### src/rtl/ppu_bg_pixel_pipe.sv
// PPU background fetcher (MAP/LO/HI/PUSH) feeding a pixel FIFO that emits one BGP-mapped pixel per cycle.
// Optional `PPU_FINE_SCROLL_EN: discard the first scx[2:0] pixels of each line for fine horizontal scroll.
module ppu_bg_pixel_pipe #(
  parameter int          LINE_W     = 160,
  parameter int          FIFO_DEPTH = 16,
  parameter logic [15:0] MAP0_BASE  = 16'h9800
) (
  input  logic        clk,
  input  logic        rst,
  input  logic        line_start,
  input  logic [7:0]  ly,
  input  logic [7:0]  scx,
  input  logic [7:0]  scy,
  input  logic        map_sel,
  input  logic        tile_sel,
  input  logic [7:0]  bgp,
  output logic        vram_rd,
  output logic [15:0] vram_addr,
  input  logic [7:0]  vram_data,
  output logic [1:0]  px_out,
  output logic        px_valid,
  output logic [7:0]  px_x,
  output logic        line_done,
  output logic        busy
);

  localparam int CW = $clog2(FIFO_DEPTH + 1);

  if (FIFO_DEPTH < 8) begin : g_depth_chk
    $error("ppu_bg_pixel_pipe: FIFO_DEPTH must be at least 8");
  end

  typedef enum logic [2:0] {S_IDLE, S_MAP, S_LO, S_HI, S_PUSH} state_e;

  state_e        state_q, state_d;
  logic [7:0]    ly_q, scy_q, tile_no_q, lo_q, hi_q, emit_q, px_x_q;
  logic [4:0]    coarse_q, tile_x_q;
  logic          map_sel_q, tile_sel_q, hi_fresh_q, busy_q, line_done_q, px_valid_q;
  logic [1:0]    px_out_q;
  logic [1:0]    fifo_q [FIFO_DEPTH];
  logic [1:0]    fifo_d [FIFO_DEPTH];
  logic [CW-1:0] cnt_q, cnt_d;
  logic [7:0]    row_y, hi_w;
  logic [4:0]    col;
  logic [15:0]   map_base;
  logic          end_line, push, pop, discard;
  int            base;
  logic [2:0]    k;
`ifdef PPU_FINE_SCROLL_EN
  logic [2:0]    fine_q, disc_q;
`endif

  function automatic logic [15:0] tile_addr(input logic [7:0] tno, input logic unsigned_mode);
    if (unsigned_mode) return 16'h8000 + {4'b0, tno, 4'b0};
    else               return 16'h9000 + {{4{tno[7]}}, tno, 4'b0};
  endfunction

  assign row_y    = scy_q + ly_q;
  assign col      = coarse_q + tile_x_q;
  assign map_base = map_sel_q ? (MAP0_BASE + 16'h0400) : MAP0_BASE;
  assign end_line = busy_q && (emit_q == 8'(LINE_W));
  assign push     = (state_q == S_PUSH) && (int'(cnt_q) <= FIFO_DEPTH - 8);
  assign pop      = busy_q && (cnt_q != '0) && (emit_q < 8'(LINE_W));
  // The HI byte arrives during the first PUSH cycle; later PUSH cycles use the held copy.
  assign hi_w     = hi_fresh_q ? vram_data : hi_q;
`ifdef PPU_FINE_SCROLL_EN
  assign discard  = pop && (disc_q < fine_q);
`else
  assign discard  = 1'b0;
`endif

  always_ff @(posedge clk) begin
    if (rst) state_q <= S_IDLE;
    else     state_q <= state_d;
  end

  always_comb begin
    state_d = state_q;
    case (state_q)
      S_MAP:   state_d = S_LO;
      S_LO:    state_d = S_HI;
      S_HI:    state_d = S_PUSH;
      S_PUSH:  if (push) state_d = S_MAP;
      default: state_d = state_q;
    endcase
    if (end_line)   state_d = S_IDLE;
    if (line_start) state_d = S_MAP;
  end

  always_comb begin
    vram_rd   = 1'b0;
    vram_addr = '0;
    case (state_q)
      S_MAP: begin
        vram_rd   = 1'b1;
        vram_addr = map_base + {6'b0, row_y[7:3], 5'b0} + {11'b0, col};
      end
      S_LO: begin
        vram_rd   = 1'b1;
        vram_addr = tile_addr(vram_data, tile_sel_q) + {12'b0, row_y[2:0], 1'b0};
      end
      S_HI: begin
        vram_rd   = 1'b1;
        vram_addr = tile_addr(tile_no_q, tile_sel_q) + {12'b0, row_y[2:0], 1'b0} + 16'd1;
      end
      default: ;
    endcase
  end

  // Shift-down FIFO: head is entry 0; a push lands just above the surviving entries.
  always_comb begin
    fifo_d = fifo_q;
    cnt_d  = cnt_q;
    base   = int'(cnt_q);
    k      = '0;
    if (pop) begin
      for (int i = 0; i < FIFO_DEPTH - 1; i++) fifo_d[i] = fifo_q[i+1];
      fifo_d[FIFO_DEPTH-1] = 2'b00;
      cnt_d = cnt_q - CW'(1);
      base  = int'(cnt_q) - 1;
    end
    if (push) begin
      for (int j = 0; j < FIFO_DEPTH; j++) begin
        if (j >= base && j < base + 8) begin
          k         = 3'(j - base);
          fifo_d[j] = {hi_w[3'd7 - k], lo_q[3'd7 - k]};
        end
      end
      cnt_d = cnt_d + CW'(8);
    end
    if (line_start || end_line) cnt_d = '0;
  end

  always_ff @(posedge clk) begin
    fifo_q <= fifo_d;
  end

  always_ff @(posedge clk) begin
    if (rst) begin
      ly_q <= '0; scy_q <= '0; coarse_q <= '0; map_sel_q <= 1'b0; tile_sel_q <= 1'b0;
      tile_x_q <= '0; tile_no_q <= '0; lo_q <= '0; hi_q <= '0; hi_fresh_q <= 1'b0;
      cnt_q <= '0; emit_q <= '0; busy_q <= 1'b0; line_done_q <= 1'b0;
      px_valid_q <= 1'b0; px_out_q <= '0; px_x_q <= '0;
`ifdef PPU_FINE_SCROLL_EN
      fine_q <= '0; disc_q <= '0;
`endif
    end else begin
      cnt_q <= cnt_d;
      if (line_start) begin
        ly_q <= ly; scy_q <= scy; coarse_q <= scx[7:3];
        map_sel_q <= map_sel; tile_sel_q <= tile_sel;
        tile_x_q <= '0; emit_q <= '0; hi_fresh_q <= 1'b0;
        busy_q <= 1'b1; line_done_q <= 1'b0;
        px_valid_q <= 1'b0; px_out_q <= '0; px_x_q <= '0;
`ifdef PPU_FINE_SCROLL_EN
        fine_q <= scx[2:0]; disc_q <= '0;
`endif
      end else begin
        line_done_q <= end_line;
        if (end_line)             busy_q    <= 1'b0;
        if (state_q == S_LO)      tile_no_q <= vram_data;
        if (state_q == S_HI)      lo_q      <= vram_data;
        if (state_q == S_PUSH)    hi_q      <= hi_w;
        hi_fresh_q <= (state_q == S_HI);
        if (push)                 tile_x_q  <= tile_x_q + 5'd1;
        px_valid_q <= pop && !discard;
        if (pop && !discard) begin
          px_out_q <= bgp[{fifo_q[0], 1'b1} -: 2];
          px_x_q   <= emit_q;
          emit_q   <= emit_q + 8'd1;
        end else begin
          px_out_q <= '0;
          px_x_q   <= '0;
        end
`ifdef PPU_FINE_SCROLL_EN
        if (discard) disc_q <= disc_q + 3'd1;
`endif
      end
    end
  end

  assign px_out    = px_out_q;
  assign px_valid  = px_valid_q;
  assign px_x      = px_x_q;
  assign line_done = line_done_q;
  assign busy      = busy_q;

endmodule

### config.mk
export PLATFORM = sky130hd
export DESIGN_NAME = ppu_bg_pixel_pipe
export DESIGN_NICKNAME = d
export VERILOG_FILES = /design/src/rtl/ppu_bg_pixel_pipe.sv
export SDC_FILE = /design/constraint.sdc
export NUM_CORES = 1
export LEC_CHECK = 0
export BUFFER_PORTS_ARGS = -buffer_cell sky130_fd_sc_hd__buf_4
export CAP_MARGIN = 20
export CORE_MARGIN = 2
export CORE_UTILIZATION = 61
export CTS_CLUSTER_SIZE = 8
export DETAILED_ROUTE_END_ITERATION = 6
export MAX_ROUTING_LAYER = met4
export PLACE_DENSITY = 0.84
export RECOVER_POWER = 25
export SLEW_MARGIN = 20
export SYNTH_ARGS = -nofsm -noshare
export SYNTH_HDL_FRONTEND = slang
export SYNTH_SLANG_ARGS = --single-unit
### constraint.sdc
create_clock -name clk -period 8.7 [get_ports clk]
set_clock_uncertainty 0.1 [all_clocks]
set_input_delay 2.175 -clock clk [delete_from_list [all_inputs] [get_ports clk]]
set_output_delay 2.175 -clock clk [all_outputs]
set_load 0.01 [all_outputs]
Word-level counts from Yosys, hierarchy flattened
Cells that the tools add are included.

Register bits after elaboration: 114. Input bits: 45. Output and inout port bits: 30.

Add/subtract/negate cells: 49. $lt $le $gt $ge: 50. Equality and inequality tests: 7. Shift operators: 1. Multiplexer cells: 99. Bitwise gates (word level): 2. Reductions and logical operators: 35.

Operators by type and width (number): 5-bit by 32-bit >= comparator with 1-bit output (first input constant) (8); 5-bit by 32-bit less-than comparator with 1-bit output (first input constant) (8); 4-bit by 32-bit >= comparator with 1-bit output (first input constant) (4); 4-bit by 32-bit less-than comparator with 1-bit output (first input constant) (4); 1-bit binary-select mux with 3-bit select (32); 32-bit 2-to-1 mux (3); 3-bit subtractor (first input constant) (24); 3-bit by 32-bit >= comparator with 1-bit output (first input constant) (2); 3-bit by 32-bit less-than comparator with 1-bit output (first input constant) (2); 3-bit by 4-bit less-than comparator with 1-bit output (second input constant) (16); 16-bit 2-to-1 mux (4); 16-bit case mux with 3 select lines (1); 1-bit 2-to-1 mux (37); 16-bit by 12-bit adder with 16-bit output (first input constant) (2); 16-bit adder (first input constant) (2); 16-bit by 4-bit adder with 16-bit output (2); 32-bit by 5-bit adder with 32-bit output (second input constant) (1); 1-bit by 32-bit >= comparator with 1-bit output (first input constant) (1); 2-bit by 32-bit >= comparator with 1-bit output (first input constant) (1); 1-bit by 32-bit less-than comparator with 1-bit output (first input constant) (1); 2-bit by 32-bit less-than comparator with 1-bit output (first input constant) (1); 2-bit 2-to-1 mux (16); 1-bit logical AND (20); 16-bit by 1-bit adder with 16-bit output (second input constant) (1); 34 further kinds (50).

Longest topological paths before layout
Depth after elaboration: 10. Mapped depth: 16.

Worst setup path after synthesis
No wires, ideal clock.

Kind: input port to output port. Start: input port vram_data[6]. End: output port vram_addr[10]. Arrival time: 2.538 ns. Required time: 6.425 ns. Slack: 3.887 ns. Cell stages on the path: 4. Path buffers: 0. Path through: mux2i_1 -> nor2_1 -> a31oi_1 -> nor2_1.

Word-level cells in the longest chain between the ends: 5. Elaborated cells on any way between the ends: 6. Those cells by class: add/sub (3); mux (3).

Ends and longest elaborated chain: start, declared (line 19) `input logic [7:0] vram_data,`; 16-bit adder / 16-bit by 12-bit adder with 16-bit output (equally long branches) (line 55, 54); 16-bit 2-to-1 mux * (line 54) `if (unsigned_mode) return 16'h8000 + {4'b0, tno, 4'b0};`; 16-bit 2-to-1 mux * (line 93) `case (state_q)`; 16-bit by 4-bit adder with 16-bit output * (line 100) `vram_addr = tile_addr(vram_data, tile_sel_q) + {12'b0, row_y[2:0], 1'b0};`; 16-bit case mux with 3 select lines * (line 93); end, declared (line 18) `output logic [15:0] vram_addr,`.

Mark *: on every way between the ends. The rest lies on a longest branch, timed or not. The select of a mux whose other input is x is not followed.

Worst setup path in the final report
Start: input port vram_data[0]. End: output port vram_addr[4].

Same word-level chain as after synthesis.

==> metrics.cfg <==
[run_status]
status=complete, but fails checks
violations=design-rule violations, max-capacitance violations, max-slew violations

[logic_synthesis]
yosysTopAreaCellShare_pct=36.1
syn-cell-area_um2=6320
synth_area_leader_cell=dfxtp_1
ys_ff_latch=114
syn_inst=697
synth_edf_count=0
avgSynthCellArea_um2=9.07
synthDistinctLibCells=60
ys_warn_count=0
synthArstFlopShare_pct=0
synth_flop_cell=dfxtp_1
ys_seq_area_share_pct=36.1
yosys-top-cells-area=dfxtp_1, mux2i_1, nor2_1, ha_1, nand2_1

[grt]
gr-total-overflow=0
antenna_found_initial=0
grt_max_degree=53
grt_use_total_pct=29.0
grt_pass1_vias=5387
grt_pass1_wl_mm=25.4

[finish]
fill_cells=726
area_growth_pct=17.9
regArea_um2=2280
drive_above_1_share_pct=17.0
mostFrequentLayoutCells=dfxtp_1, mux2i_1, nor2_1
final_common_cell=dfxtp_1
num_antenna_cells=0
nets=825
final_cell_area_um2=7450
multi_input_area_um2=3800

[clocking]
htree_levels=4
cts_buffers=17
clock_sinks=114
cts_resized=0
cts-root-buf=clkbuf_8
clock_latency_ns=0.51
ctsHoldBuffers=0
cts_tree=done
postCtsSetupBuffers=0
clk_pin_slew_ns=0.06
clock_path_buffers=2

[detailed_routing]
drc=11
finalWirelength_mm=15.2
viasPerCell=5.97
drt-initial-drc-count=339
firstDrtPassIters=7
wl_per_cell_um=16.9
num_vias=5371
ant_nets=0

[sta]
setup_viol=0
rsz0062_at_grt=false
min_period_over_period_pct=60.5
slew_headroom_pct=-51.8
slew_violations=53
hold_viol_final=0
final.min_clock_period_ns=5.26
fmax_ghz=0.190
setup_tns_ns=0
timing_worst_slew_pin_value_ns=2.28

[pwr]
powerDensity_nw_per_um2=182
cellLeakagePower_nw=3.26
max-vdd-ir-drop_uv=138
power.total_mw=1.36

[critical_path]
cpPeakStageDelay_ns=0.19
crit_chain=buf_4 > mux2i_1 > nor2_1 > a21oi_1 > nor2_1 > buf_4
cp-end-kind=primary output
endpoint=vram_addr[4]
timing_worst_setup_path_type=input port to primary output
r2r_setup_slack_ns=4.02
reg2reg_to=fifo_q[27]$_DFF_P_
arrival_ns=2.99
cp_data_required_time_ns=6.43
path_max_fanout=4
critical_path.top_delay_family=buffers and inverters
critPathLaunchType=input port
critPathBufInv=2
worstRegToRegCells=12
crit_cells=6
cp_slowest_cell=a21oi_1
crit_path_start=vram_data[0]
r2r_start=cnt_q[0]$_SDFFE_PP0N_

[floorplan]
die_w_um=106
start_util_pct=62.1
dieHeight_um=106
ios=75
rows=37
dieArea_um2=11200
core_um2=10200

[placement]
dp_hpwl_mm=10.6
placed_area_um2=6850
numPortBuffers=69
gp_congestion=0.921

[hold_path]
hold_start=tile_no_q[6]$_SDFFE_PP0P_
min_path_cells=2
min_path_type=flip-flop to flip-flop

[run]
maxCapViolCount=1

## synthesized netlist by cell type, types with 3 or more instances
cell type  count
dfxtp_1      114
and3_1        11
nor3_1         7
mux2i_1      113
a21oi_1       39
xor2_1        13
o21ai_0       11
xnor2_1        8
buf_1          7
a21o_1         7
ha_1          28
o22ai_1        8
o21ai_1        5
mux2_2         5
inv_2          3
nand3_1       13
nor2b_1        5
nor2_1        94
a22oi_1        5
clkbuf_1      23
nand4_1       10
inv_1         11
nand2_1       78
a31oi_1        3
or3_1          4
a211oi_1      10
mux4_2        10
o211ai_1       5
nand2b_1       7
buf_4          4
## worst reg2reg max path: stages, from the launching register on
cell      delay (ns)
dfxtp_1         0.33
inv_1           0.20
ha_1            0.23
or4b_4          0.51
and3_1          0.21
nand3_1         0.38
clkinv_1        0.42
ha_1            0.42
nand2_1         0.06
nor4_1          0.69
nand2_1         0.25
o311ai_1        0.56
mux2i_1         0.25
## per-stage QoR
step	utilization (%)	instances	worst slack, ns	hold WS [ns]
floorplan	-	698	3.89	0.336
global placement	67.3	867	3.56	0.342
detailed placement	67.3	867	3.48	0.349
CTS	73.2	899	3.46	0.357
global route	73.2	899	3.42	0.381
finish	73.2	899	3.44	0.358
## final cells by class
class | count | area share, %
clock buffers | 18 | 5.74
well taps | 136 | 2.28
multi-input cells | 530 | 51.0
repair buffers | 71 | 7.10
flip-flops and latches | 114 | 30.6
clock inverters | 14 | 2.38
inverters | 16 | 0.839
## power breakdown
part	internal, mW	leakage, nW	switching, mW	total, mW
Sequential	0.539	0.925	0.0138	0.553
Combinational	0.0458	2.04	0.0466	0.0924
Clock	0.448	0.297	0.262	0.710
Total	1.03	3.26	0.323	1.36
## cell families (layout without fill, tap and decap cells)
| kind of cell | Yosys count | in the layout | share of synthesized area [%] |
|---|---|---|---|
| compound gates | 109 | 109 | 10.9 |
| xor+xnor | 25 | 25 | 4.12 |
| fa+ha+maj | 30 | 30 | 6.18 |
| buf+inv | 54 | 119 | 3.76 |
| flops | 114 | 114 | 36.1 |
| mux | 129 | 129 | 22.6 |
| other cells | 1 | 2 | 0.0593 |
| simple gates | 235 | 235 | 16.3 |
## worst min path at each step
stage / to / slack [ns]
2_1_floorplan: tile_no_q[0]$_SDFFE_PP0P_ / 0.34
3_3_place_gp: tile_no_q[0]$_SDFFE_PP0P_ / 0.34
3_5_place_dp: tile_no_q[2]$_SDFFE_PP0P_ / 0.35
4_1_cts: tile_no_q[2]$_SDFFE_PP0P_ / 0.36
5_1_grt: tile_no_q[5]$_SDFFE_PP0P_ / 0.38
6_report: tile_no_q[6]$_SDFFE_PP0P_ / 0.36
## per-layer routing
| layer | GRT usage, % | part of all wire (%) | vias to the layer above |
|---|---|---|---|
| met5 | - | 0 | - |
| met4 | 9.96 | 2.2 | 0 |
| met3 | 4.76 | 5.7 | 43 |
| met2 | 50.4 | 50 | 226 |
| met1 | 34.2 | 42 | 2519 |
| li1 | - | - | 2583 |
## flip-flops by register name (all words and copies together), names as in the netlist, 5 cells and up
| register | count |
|---|---|
| fifo_q | 32 |
| scy_q | 8 |
| lo_q | 8 |
| coarse_q | 5 |
| ly_q | 8 |
| tile_x_q | 5 |
| tile_no_q | 8 |
| px_x | 8 |
| hi_q | 8 |
| cnt_q | 5 |
| emit_q | 8 |
Power figures use the tool's default switching activity.
